===== src/rtl/systolic_pkg.sv =====
// Shared types and constants for the systolic array sequencer.
package systolic_pkg;

  typedef enum logic [1:0] {
    IDLE = 2'd0,
    FEED = 2'd1,
    DONE = 2'd2
  } ctrl_state_t;

  localparam int DATA_W = 8;

  // Number of FEED cycles needed for the last product to reach PE(n-1,n-1).
  function automatic int feed_cycles(input int n);
    return 3 * n - 2;
  endfunction

endpackage


===== src/rtl/systolic_skew_lane.sv =====
// One edge lane of the skewed feed: picks element (t - idx) of a latched
// row/column, or 0 when that index falls outside 0..N-1.
module systolic_skew_lane
  import systolic_pkg::*;
#(
  parameter int N  = 4,
  parameter int TW = 4,
  parameter int IW = 2
) (
  input  logic [N*DATA_W-1:0] i_vec,
  input  logic [IW-1:0]       i_idx,
  input  logic [TW-1:0]       i_t,
  output logic [DATA_W-1:0]   o_elem
);

  localparam int KW = TW + IW + 1;

  // Both operands zero-extended into a signed word so t < idx goes negative.
  logic signed [KW-1:0] w_k;
  assign w_k = $signed({{(IW + 1){1'b0}}, i_t}) - $signed({{(TW + 1){1'b0}}, i_idx});

  always_comb begin
    o_elem = '0;
    for (int k = 0; k < N; k++) begin
      if (w_k == $signed(KW'(k))) o_elem = i_vec[k*DATA_W +: DATA_W];
    end
  end

endmodule


===== src/rtl/systolic_ctrl.sv =====
// Sequencer for an NxN output-stationary systolic multiplier: latches A and B,
// streams them diagonally skewed into the array edges, then holds results.
module systolic_ctrl
  import systolic_pkg::*;
#(
  parameter int N = 4
) (
  input  logic                  i_clk,
  input  logic                  i_arst_n,
  input  logic                  i_start,
  input  logic [N*N*DATA_W-1:0] i_matA,
  input  logic [N*N*DATA_W-1:0] i_matB,
  input  logic                  i_ack,
  output logic                  o_busy,
  output logic                  o_done,
  output logic                  o_doProcess,
  output logic [N*DATA_W-1:0]   o_a,
  output logic [N*DATA_W-1:0]   o_b
);

  localparam int TW = $clog2(3 * N - 1);
  localparam int IW = $clog2(N);
  localparam logic [TW-1:0] T_LAST = TW'(feed_cycles(N) - 1);

  ctrl_state_t           r_state;
  ctrl_state_t           w_next;
  logic [TW-1:0]         r_t;
  logic [N*N*DATA_W-1:0] r_matA;
  logic [N*N*DATA_W-1:0] r_matB;
  logic [N*DATA_W-1:0]   w_a;
  logic [N*DATA_W-1:0]   w_b;
  logic                  w_take;

  assign w_take = (r_state == IDLE) && i_start;

  always_ff @(posedge i_clk or negedge i_arst_n) begin
    if (!i_arst_n) r_state <= IDLE;
    else           r_state <= w_next;
  end

  always_ff @(posedge i_clk or negedge i_arst_n) begin
    if (!i_arst_n) begin
      r_t    <= '0;
      r_matA <= '0;
      r_matB <= '0;
    end else if (w_take) begin
      r_t    <= '0;
      r_matA <= i_matA;
      r_matB <= i_matB;
    end else if (r_state == FEED && r_t != T_LAST) begin
      r_t <= r_t + 1'b1;
    end
  end

  always_comb begin
    w_next = r_state;
    case (r_state)
      IDLE:    if (i_start) w_next = FEED;
      FEED:    if (r_t == T_LAST) w_next = DONE;
      DONE:    if (i_ack) w_next = IDLE;
      default: w_next = IDLE;
    endcase
  end

  // Lane g of A takes row g directly; lane g of B needs column g gathered.
  for (genvar g = 0; g < N; g++) begin : g_lane
    logic [N*DATA_W-1:0] w_col;
    for (genvar k = 0; k < N; k++) begin : g_col
      assign w_col[k*DATA_W +: DATA_W] = r_matB[(k*N+g)*DATA_W +: DATA_W];
    end

    systolic_skew_lane #(.N(N), .TW(TW), .IW(IW)) u_lane_a (
      .i_vec  (r_matA[g*N*DATA_W +: N*DATA_W]),
      .i_idx  (IW'(g)),
      .i_t    (r_t),
      .o_elem (w_a[g*DATA_W +: DATA_W])
    );

    systolic_skew_lane #(.N(N), .TW(TW), .IW(IW)) u_lane_b (
      .i_vec  (w_col),
      .i_idx  (IW'(g)),
      .i_t    (r_t),
      .o_elem (w_b[g*DATA_W +: DATA_W])
    );
  end

  // DONE keeps doProcess high with zero operands so the accumulators hold.
  always_comb begin
    o_busy      = 1'b0;
    o_done      = 1'b0;
    o_doProcess = 1'b0;
    o_a         = '0;
    o_b         = '0;
    case (r_state)
      FEED: begin
        o_busy      = 1'b1;
        o_doProcess = 1'b1;
        o_a         = w_a;
        o_b         = w_b;
      end
      DONE: begin
        o_busy      = 1'b1;
        o_done      = 1'b1;
        o_doProcess = 1'b1;
      end
      default: ;
    endcase
  end

endmodule


===== config.mk =====
export PLATFORM = sky130hd
export DESIGN_NAME = systolic_ctrl
export DESIGN_NICKNAME = d
export VERILOG_FILES = /design/src/rtl/systolic_pkg.sv /design/src/rtl/systolic_skew_lane.sv /design/src/rtl/systolic_ctrl.sv
export SDC_FILE = /design/constraint.sdc
export NUM_CORES = 1
export LEC_CHECK = 0
export BUFFER_PORTS_ARGS = -buffer_cell sky130_fd_sc_hd__buf_4
export CAP_MARGIN = 20
export CORE_ASPECT_RATIO = 0.9
export CORE_MARGIN = 5
export CORE_UTILIZATION = 43
export DETAILED_ROUTE_END_ITERATION = 8
export GPL_TIMING_DRIVEN = 0
export PLACE_DENSITY_LB_ADDON = 0.2
export SETUP_SLACK_MARGIN = 0.1
export SLEW_MARGIN = 30
export SYNTH_ARGS = -nofsm -noshare
export SYNTH_HDL_FRONTEND = slang
export SYNTH_SLANG_ARGS = --single-unit
export TNS_END_PERCENT = 5

===== constraint.sdc =====
create_clock -name i_clk -period 2.2 [get_ports i_clk]
set_input_delay 0.55 -clock i_clk [delete_from_list [all_inputs] [get_ports i_clk]]
set_output_delay 0.55 -clock i_clk [all_outputs]
set_load 0.1 [all_outputs]

Word-level counts from Yosys, hierarchy flattened
Index checks and enable logic that the tools add are counted.

word-level totals
  register bits after elaboration = 262
  output and inout bits = 67

cells by class
  $add $sub $neg = 4
  equal/unequal tests = 19
  multiplexer cells = 42
  reduce and logical (&&, ||, !) cells = 10

operators with widths
  cell                 count
  $mux 8               32
  $mux 32              2
  $eq 7x3->1 const B   6
  $logic_not 7->1      4
  $eq 7x2->1 const B   3
  $sub 4x2->5 const B  2
  $eq 4x3->1 const B   2
  $mux 4               2
  $mux 2               3
  $pmux 2 s3           1
  $sub 4x1->5 const B  1
  $add 4x1->4 const B  1
  $eq 4x2->1 const B   1
  $eq 4x4->1 const B   1
  $ne 2x2->1 const B   2
  $ne 4x4->1 const B   1
  $reduce_and 3->1     1
  $eq 2x1->1 const B   1
  $eq 2x2->1 const B   1
  $logic_and 1x1->1    2
  $logic_not 2->1      1
  $mux 1               2
  $ne 2x1->1 const B   1
  $reduce_bool 2->1    1
  $reduce_or 2->1      1

Longest topological paths before layout
  depth in word-level cells = 7
  depth in mapped cells = 8
  depth with buffers taken out = 5

Cells and area by module
From an unflattened synthesis, not the netlist that was laid out.

second synthesis, totals
  cells, all modules = 963
  area, all modules = 13355.3 um^2

by module, submodules not included
  module              times used  cells an instance  area an instance (um^2)
  systolic_ctrl       1           651                10272.4
  systolic_skew_lane  8           39                 385.4

Worst setup path before layout
No wires, ideal clock.

  kind = register -> output
  start = reg r_t[2]
  end = out o_b[13]
  data arrival time = 6.055 ns
  required time = 1.650 ns
  path slack = -4.405 ns
  stages on the path, launching flop included = 8
  buffers on the path = 2
  cells stage by stage = dfrtp_1 > buf_4 > inv_1 > ha_1 > a21boi_1 > xor2_1 > clkbuf_2 > a2111oi_0

on the way
  cells in the longest elaborated chain, start to end = 7
  elaborated cells between the ends (all ways) = 10
  classes of those cells = add/sub: 1; eq/ne: 3; mux: 5; reduce/logical: 1

ends and longest elaborated chain
  what                    line                      RTL
  start, declared         systolic_ctrl.sv:27       logic [TW-1:0] r_t;
  start signal, assigned  systolic_ctrl.sv:51       r_t <= r_t + 1'b1;
  $sub 4x1->5 (*)         systolic_skew_lane.sv:20  assign w_k = $signed({{(IW + 1){1'b0}}, i_t}) - $signed({{(TW + 1){1'b0}}, i_idx});
  $logic_not 7->1         systolic_skew_lane.sv:25  if (w_k == $signed(KW'(k))) o_elem = i_vec[k*DATA_W +: DATA_W];
  $mux 8 (3 in series)    systolic_skew_lane.sv:25
  $mux 8 (*)              systolic_skew_lane.sv:25
  $mux 32 (*)             systolic_ctrl.sv:94       case (r_state)
  end, declared           systolic_ctrl.sv:18       output logic [N*DATA_W-1:0] o_b

Mark *: on every way between the ends. The rest lies on a longest branch, timed or not.

Worst setup path after layout
  start = reg r_t[0]
  end = out o_a[10]

on the way
  cells in the longest elaborated chain, start to end = 7
  elaborated cells between the ends (all ways) = 10
  classes of those cells = add/sub: 1; eq/ne: 3; mux: 5; reduce/logical: 1

ends and longest elaborated chain
  what                  line                      RTL
  $sub 4x1->5 (*)       systolic_skew_lane.sv:20
  $logic_not 7->1       systolic_skew_lane.sv:25
  $mux 8 (3 in series)  systolic_skew_lane.sv:25
  $mux 8 (*)            systolic_skew_lane.sv:25
  $mux 32 (*)           systolic_ctrl.sv:94
  end, declared         systolic_ctrl.sv:17       output logic [N*DATA_W-1:0] o_a,

Marks and branches as above.

==> impl_metrics.yaml <==
critical_path:
  crit_required_ns: 1.65
  cp_slowest_cell: "dfrtp_2"
  crit_type: "flip-flop to output port"
  cp_max_fo: 5
  crit_path_end_kind: "output port"
  reg2reg_depth: 8
  slowest_delay_ns: 0.46
  cp.arrival_ns: 2.69
  critPathLaunchType: "flip-flop"
  cp_cell_sequence: "clkinv_4 -> buf_4 -> ha_4 -> nor3b_4 -> buf_6 -> buf_6 -> o2111ai_1 -> a2111oi_4 -> buf_6"
  cp_common_cell: "buf_6"
drt:
  postRouteAntennaNets: 0
  route.detailed.drc: 0
  drt-initial-drc-count: 834
  routedWlPerCell_um: 20.45
  vias: 12440
  drt-pass1-iter-count: 5
  drt_wl_total_um: 47950
  vias_per_cell: 5.304
cts:
  clkSinkCount: 262
  cts_tree: "done"
  clock_latency_ns: 0.55
  clkTransAtPathRegs_ns: 0.07
  numCtsBuffers: 29
  htree_num_levels: 1
  clk_path_buf_depth: 3
  cts-root-buf: "clkbuf_16"
sta:
  slew_headroom: 0.6528
  tightest_slew_ns: 0.5208
  finClkSkew_ns: 0.02075
  finalCritPeriodShare: 1.473
  tns_ns: -60.85
  slew_viol_final: 0
  max_freq_ghz: 0.3086
  finalSetupViolCount: 65
  fin_hold_ws_ns: 0.1851
  setup_ws_ns: -1.040
  final_hold_viol_count: 0
  rsz0062_at_grt: "true"
  fin_crit_ns: 3.240
synthesis:
  syn_inst: 1532
  ys_async_sr_fraction: 1.000
  synth_seq_cells: 262
  netlist.area_leader.share: 0.5113
  synth_edf_count: 0
  yosysUniqueCellTypes: 49
  yosysTopAreaCell: "dfrtp_1"
  syn-cell-area_um2: 12820
  synth_ff_type: "dfrtp_1"
  synth_nets: 1807
  ys_seq_area_frac: 0.5113
  yosys_warnings: 0
  yosys-top-cells-area: "dfrtp_1 (51%), nand2_1 (23%), clkbuf_1 (2.0%)"
  syn_avg_cell_area_um2: 8.370
die:
  die-area_um2: 33380
  ios: 327
  die_w_um: 192.0
  fp.dieH_um: 173.8
  core.rowCount: 60
  core-area_um2: 29650
  start_util: 0.4324
cells_and_area:
  diodes: 0
  fillers: 2401
  stdcell_count: 2345
  seq_area_um2: 6559
  mostFrequentLayoutCell: "nand2_1"
  drive_gt1_frac: 0.3316
  final_util: 0.6627
  finalInstanceArea_um2: 19650
  synthToLayoutAreaGrowth_pct: 53.24
  final_cell_mix: "nand2_1 (771), buf_4 (280), dfrtp_1 (260)"
  fin_nets: 2195
  multi_input_area_um2: 6775
placed_design:
  pre_cts_ws_ns: -1.002
  portBuffers: 326
  placed_cell_area_um2: 16630
  placed_cells: 2265
  globalplace.congestion: 0.9173
  dp_hpwl_um: 34620
power_and_ir_drop:
  p_leak_nw: 9.360
  power_density_nw_per_um2: 1463
  combPwrFrac: 0.511
  clkPwrFrac: 0.192
  p_sw_mw: 12.50
  ir_drop_uv: 866.2
  p_int_mw: 16.25
  finalPower_mw: 28.76
  swShare: 0.4347
  seqPwrFrac: 0.298
global_route:
  grt_pass1_wl_um: 73490
  overflow: 0
  grt_pass1_vias: 12910
  grtUsageTotal: 0.2810
  antenna_found_initial: 0
  grt_max_degree: 81
job:
  cap_violations: 0
min_path:
  min_path_type: "primary input to flip-flop"
  hold_path_depth: 3
outcome:
  run_status: "complete, but fails checks"
  violations: "negative setup slack"
critical path: cells and delay by family, from the launching register on:
family	cells	cell delay, ns
AOI/OAI and AO/OA	2	0.52
adders and majority gates	1	0.15
buffers and inverters	5	0.79
DFF	1	0.46
and+or+nand+nor	1	0.20
what timing repair did:
item / in CTS / in global routing
setup endpoints to repair: 307 / 192
cloned: 2 / 3
buffers inserted: 19 / 4
gates resized for setup: 336 / 94
pin swaps: 23 / 25
endpoints found under the hold margin: 49 / 0
hold buffers: 1 / 0
layout make-up:
| cell class | count | area share |
|---|---|---|
| Timing Repair Buffer | 359 | 0.1808 |
| Clock inverter | 12 | 0.01197 |
| Buffer | 118 | 0.05406 |
| Clock buffer | 41 | 0.04330 |
| Tap cell | 403 | 0.02566 |
| Sequential cell | 262 | 0.3338 |
| Multi-Input combinational cell | 1124 | 0.3448 |
| Inverter | 26 | 0.005730 |
path summary, 6_finish.rpt:
kind / from / to / slack (ns)
min: i_matB[121] / r_matB[121]$_DFFE_PN0P_ / 0.19
min in group asynchronous: i_arst_n / r_matA[66]$_DFFE_PN0P_ / 0.53
max: r_t[0]$_DFFE_PN0P_ / o_a[10] / -1.04
min reg2reg: r_matA[23]$_DFFE_PN0P_ / r_matA[23]$_DFFE_PN0P_ / 0.47
max reg2reg: r_state[0]$_DFFE_PN0P_ / r_matB[79]$_DFFE_PN0P_ / 0.11
max in group asynchronous: i_arst_n / r_matB[5]$_DFFE_PN0P_ / 0.55
power groups by stage:
stage | clock [mW] | combinational [mW] | sequential, mW
6_report | 5.51 | 14.7 | 8.56
5_1_grt | 5.76 | 15.8 | 8.81
4_1_cts | 5.56 | 13.9 | 8.48
3_5_place_dp | 0 | 11.9 | 8.46
3_3_place_gp | 0 | 11.6 | 8.38
2_1_floorplan | 0 | 8.75 | 8.03
cells in the mapped netlist, drive strengths merged, types with 2 or more instances:
library cell	n
a221oi	16
o2111ai	16
inv	26
and2	18
nor2b	33
a21oi	19
a211oi	32
nand3b	33
buf	47
a221o	16
a2111oi	32
dfrtp	262
nand3	2
o21ai	50
ha	15
a311oi	17
clkbuf	73
nand2	773
a21boi	17
nor3b	17
registers in the layout, summed over array words and instances, names as in the netlist:
register  cells
r_matB      128
r_t           4
r_matA      128
r_state       2
kinds of logic after synthesis:
family                   after synthesis  share of synthesized area
AO/OA/AOI/OAI                        222                     0.1329
XOR/XNOR                               2                   0.001366
adder cells (fa/ha/maj)               15                    0.01464
buffers and inverters                146                    0.05074
flip-flops                           262                     0.5113
multiplexers                           1                  0.0008781
AND/OR/NAND/NOR                      884                     0.2882
metal layers:
metal,vias up,wire length (µm),track usage
li1,5800,-,-
met3,77,3365,0.04188
met1,6078,20730,0.4019
met4,0,1396,0.07516
met5,-,0,0
met2,483,22460,0.4498
Power figures use the tool's default switching activity.
